$ cat config.mk
export PLATFORM = sky130hd
export DESIGN_NAME = hasti_apb_bridge
export DESIGN_NICKNAME = d
export VERILOG_FILES = /design/src/rtl/hasti_apb_bridge.sv
export SDC_FILE = /design/constraint.sdc
export NUM_CORES = 1
export LEC_CHECK = 0
export BUFFER_PORTS_ARGS = -buffer_cell sky130_fd_sc_hd__buf_2
export CORE_MARGIN = 2
export CORE_UTILIZATION = 40
export DETAILED_ROUTE_END_ITERATION = 8
export PLACE_DENSITY = 0.79
export SYNTH_ARGS = -nofsm -noshare
export SYNTH_HDL_FRONTEND = slang
export SYNTH_SLANG_ARGS = --single-unit
export TNS_END_PERCENT = 1
$ cat constraint.sdc
create_clock -name hclk -period 1.4 [get_ports hclk]
set_input_delay 0.28 -clock hclk [delete_from_list [all_inputs] [get_ports hclk]]
set_output_delay 0.28 -clock hclk [all_outputs]
set_load 0.05 [all_outputs]
$ cat src/rtl/hasti_apb_bridge.sv
// ---------------------------------------------------------------------------
// hasti_apb_bridge
//   HASTI (AHB-Lite) slave to APB3 master bridge. Each accepted HASTI transfer
//   becomes one APB SETUP/ACCESS pair. APB wait states stretch the HASTI data
//   phase, and pslverr is returned as a two-cycle ERROR response. Only one
//   transfer is in flight at a time.
//
// Ports
//   hclk, hreset            clock, synchronous active-high reset
//   hsel, haddr, hwrite,    HASTI address phase (qualified by hready_in)
//   hsize, htrans
//   hwdata                  HASTI write data (data phase)
//   hreadyout, hresp,       HASTI slave response; hrdata holds the last read
//   hrdata
//   paddr, psel, penable,   APB3 master request
//   pwrite, pwdata, pstrb
//   pready, prdata, pslverr APB3 completer response
// ---------------------------------------------------------------------------
module hasti_apb_bridge #(
    parameter int AW = 32,
    parameter int DW = 32
) (
    input  logic          hclk,
    input  logic          hreset,
    input  logic          hsel,
    input  logic [AW-1:0] haddr,
    input  logic          hwrite,
    input  logic [2:0]    hsize,
    input  logic [1:0]    htrans,
    input  logic [DW-1:0] hwdata,
    input  logic          hready_in,
    output logic          hreadyout,
    output logic          hresp,
    output logic [DW-1:0] hrdata,
    output logic [AW-1:0] paddr,
    output logic          psel,
    output logic          penable,
    output logic          pwrite,
    output logic [DW-1:0] pwdata,
    output logic [3:0]    pstrb,
    input  logic          pready,
    input  logic [DW-1:0] prdata,
    input  logic          pslverr
);

    typedef enum logic [2:0] {
        S_IDLE,
        S_WDAT,
        S_SETUP,
        S_ACCESS,
        S_ERR1,
        S_ERR2
    } state_t;

    state_t state;
    state_t state_next;

    logic       accept;
    logic       legal;
    logic [3:0] strb_next;

    // htrans[0] only separates BUSY from IDLE and NONSEQ from SEQ; both
    // pairs are handled identically here.
    logic unused_htrans0;
    assign unused_htrans0 = htrans[0];

    // hreadyout is only high in IDLE and ERR2, so this is exactly
    // "a new address phase arrives while we can take it".
    assign accept = hsel & htrans[1] & hready_in & hreadyout;

    // Size/alignment legality and byte strobes for the incoming address phase.
    always_comb begin
        // NOTE: every signal written here gets a default first so that no
        // path leaves it unassigned, which would otherwise infer a latch.
        legal     = 1'b0;
        strb_next = 4'b0000;
        case (hsize)
            3'd0: begin
                legal     = 1'b1;
                strb_next = 4'b0001 << haddr[1:0];
            end
            3'd1: begin
                legal     = ~haddr[0];
                strb_next = 4'b0011 << haddr[1:0];
            end
            3'd2: begin
                legal     = (haddr[1:0] == 2'b00);
                strb_next = 4'b1111;
            end
            default: begin
                legal     = 1'b0;
                strb_next = 4'b0000;
            end
        endcase
        if (!hwrite) begin
            strb_next = 4'b0000;
        end
    end

    always_comb begin
        state_next = state;
        case (state)
            S_IDLE, S_ERR2: begin
                if (accept) begin
                    if (!legal) begin
                        state_next = S_ERR1;
                    end else if (hwrite) begin
                        state_next = S_WDAT;   // wait one cycle for hwdata
                    end else begin
                        state_next = S_SETUP;
                    end
                end else begin
                    state_next = S_IDLE;
                end
            end
            S_WDAT:   state_next = S_SETUP;
            S_SETUP:  state_next = S_ACCESS;
            S_ACCESS: begin
                if (pready) begin
                    state_next = pslverr ? S_ERR1 : S_IDLE;
                end
            end
            S_ERR1:   state_next = S_ERR2;
            default:  state_next = S_IDLE;
        endcase
    end

    // Outputs are decoded from state_next and registered, so they change
    // together with the state they belong to and never glitch.
    always_ff @(posedge hclk) begin
        // NOTE: sequential state uses non-blocking assignments so every flop
        // samples pre-edge values regardless of statement order.
        if (hreset) begin
            state     <= S_IDLE;
            hreadyout <= 1'b1;
            hresp     <= 1'b0;
            hrdata    <= '0;
            psel      <= 1'b0;
            penable   <= 1'b0;
            pwrite    <= 1'b0;
            paddr     <= '0;
            pwdata    <= '0;
            pstrb     <= 4'b0000;
        end else begin
            state     <= state_next;
            hreadyout <= (state_next == S_IDLE) || (state_next == S_ERR2);
            hresp     <= (state_next == S_ERR1) || (state_next == S_ERR2);
            psel      <= (state_next == S_SETUP) || (state_next == S_ACCESS);
            penable   <= (state_next == S_ACCESS);

            // Request fields are captured once at accept and held through
            // SETUP and ACCESS.
            if (accept) begin
                paddr  <= haddr;
                pwrite <= hwrite;
                pstrb  <= strb_next;
            end

            if (state == S_WDAT) begin
                pwdata <= hwdata;
            end

            if ((state == S_ACCESS) && pready && !pslverr && !pwrite) begin
                hrdata <= prdata;
            end
        end
    end

endmodule

==> results.cfg <==
[status]
status = finished with violations
violations = setup timing

[setup_path]
crit_start = hreadyout
max_stage_delay_ps = 420
endpoint_kind = flop
worstPathBufferInverterCount = 1
required_ps = 1690
critPathArrivalTime_ps = 1710
worstPathMaxFanout = 4
start_kind = flop
worst_path_max_delay_cell = or4_1
cpLargestDelayFamily = simple AND/OR/NAND/NOR gates
regToRegStartpoint = hreadyout
crit_type = flop to flop
path_cells = nand4_4, or4_1, o21ai_1, nand3_1, buf_4, nor2b_1

[min_path]
worstHoldPathType = input pin to flop
min_from = hwdata[18]

[clock_tree]
cts_setup_buffers = 0
holdBufCountCts = 0
cts_buffers = 9
clk_pin_slew_worst_paths_ps = 110
worstSkewPairLatency_ps = 350
cts_tree = built
clock_sinks = 108
root_buffer = clkbuf_8
clk_path_buf_depth = 2
htreeDepth = 3

[routing]
vias = 3972
via_per_inst = 4.75
drc = 0
drtPass1Iterations = 4
ant_nets = 0
route.detailed.wl_per_inst_um = 12.4
dr.first_iter.drc_count = 84
wl_um = 10400

[synthesis]
synth_common_cells = nand2_1, dfxtp_1, a21oi_1
ys_seq_area_share_pct = 55.7
async_flop_share_pct = 0
synth_edf_count = 0
synth_flop_cell = dfxtp_1
syn_inst = 495
ys_warn_count = 0
netlist-cell-type-count = 27
synth_nets = 603
synth.area.top_cells = dfxtp_1, nand2_1, a21oi_1
yosysMostFrequentCell = nand2_1
avgSynthCellArea_sq_um = 7.84
synth-seq-cells = 108
synth.largest_area_cell = dfxtp_1
synth_top_area_share_pct = 55.7
synth_area_sq_mm = 0.00388

[floorplanning]
dieArea_sq_mm = 0.0105
coreArea_sq_mm = 0.00933
num_io_pins = 213
die_x_um = 103
dieHeight_um = 103
rows = 35
start_util_pct = 41.6

[global_routing]
grt_pass1_wl_um = 15800
grt_overflow_total = 0
antenna_found_initial = 0
grt_pass1_vias = 3679
grtUsageTotal_pct = 18.7
grt_max_degree = 48

[cells_and_area]
area_growth_pct = 39.5
fill_cells = 881
drive_gt1_share_pct = 36.5
nets = 810
multi_input_comb_area_sq_mm = 0.00159
antennaDiodeCount = 0
regArea_sq_mm = 0.00217

[sta]
fin_tns_setup_ps = -34.9
slew_violations = 0
relSlewSlack_pct = 69.0
worst_slew_pin_slew_ps = 465
finalSetupViolCount = 4
hold_viol_final = 0
setup_ws_ps = -22.1
period_needed_ps = 1420
rsz0062_at_grt = yes
fmax_ghz = 0.703
fin_crit_sh_pct = 102
skew_ps = 14.2

[placement]
place_congestion = 0.913
dp_hpwl_um = 7720
portBuffers = 211

[power_and_ir_drop]
leakagePower_nw = 2.42
fin_total_pwr_w = 0.00613
power_density_mw_per_mm2 = 1130
ir_drop_uv = 597

[run]
cap_violations = 0
per-stage QoR:
stage / setup WS [ps] / cell area (sq um) / std cells / hold slack [ps] / utilization, %
after floorplan: -89.0 / 3890 / 495 / 416 / -
after global placement: -65.0 / 5190 / 820 / 438 / 55.6
after detailed placement: -85.7 / 5190 / 820 / 443 / 55.6
after CTS: -21.4 / 5400 / 836 / 122 / 57.9
after global routing: -82.6 / 5420 / 836 / 119 / 58.1
final: -22.1 / 5420 / 836 / 149 / 58.1
state kept, by name, summed over array words and instances, names as in the netlist:
name / cells
hrdata: 32
hreadyout: 1
hresp: 1
paddr: 32
penable: 1
psel: 1
pstrb: 4
pwdata: 32
pwrite: 1
state: 3
final cells by class:
cell class                      instances  share of cell area [%]
Multi-Input combinational cell        349                    29.3
Clock buffer                           11                    2.61
Clock inverter                          5                    1.20
Timing Repair Buffer                  232                    23.6
Tap cell                              129                    2.98
Inverter                                2                   0.139
Sequential cell                       108                    40.1
what timing repair did:
item,4_1_cts,5_1_grt
gates resized for setup,2,6
pin swaps,1,0
hold endpoints to repair,0,0
endpoints found under the setup margin,11,39
metal layers:
metal,part of all wire [%],global-route usage (%),routed length [um]
met1,41,20.5,4250
met2,52,34.8,5380
met3,6.0,5.15,618
met4,1.0,6.46,106
met5,0,0,0
placed cells by master (no fill, tap or decap), drive strengths merged, types with 2 or more instances in the layout:
cell type | Yosys | layout
buf | 14 | 232
nand2 | 199 | 199
dfxtp | 108 | 108
a21oi | 107 | 107
clkbuf | 22 | 11
nor2 | 9 | 9
o21ai | 8 | 8
inv | 2 | 5
nand3 | 3 | 3
nor3 | 3 | 3
nor3b | 3 | 3
or4 | 2 | 2
nor2b | 2 | 2
a21boi | 2 | 2
nand2b | 2 | 2
worst register-to-register path, cell delays in order (launching register included):
cell	delay, ps
dfxtp_4	370
nand4_4	100
or4_1	420
o21ai_1	130
nand3_1	100
buf_4	150
nor2b_1	90
power breakdown:
| group | switching (W) | leakage, nW | internal (W) |
|---|---|---|---|
| clock network | 0.00105 | 0.105 | 0.000902 |
| registers | 0.0000557 | 0.875 | 0.00317 |
| logic | 0.000636 | 1.44 | 0.000317 |
path summary, 6_finish.rpt:
path | cells after the start | endpoint | slack, ps
worst max-delay path | 6 | penable | -20
worst min-delay path | 3 | pwdata[18] | 150
worst max register to register | 6 | penable | -20
worst min register to register | 2 | hrdata[24] | 460
cells by family after synthesis:
group | count (synthesis) | share of synthesized area [%]
simple gates | 227 | 23.9
compound gates | 121 | 16.0
flops | 108 | 55.7
buf+inv | 38 | 4.09
xor+xnor | 1 | 0.226
Power figures use the tool's default switching activity.
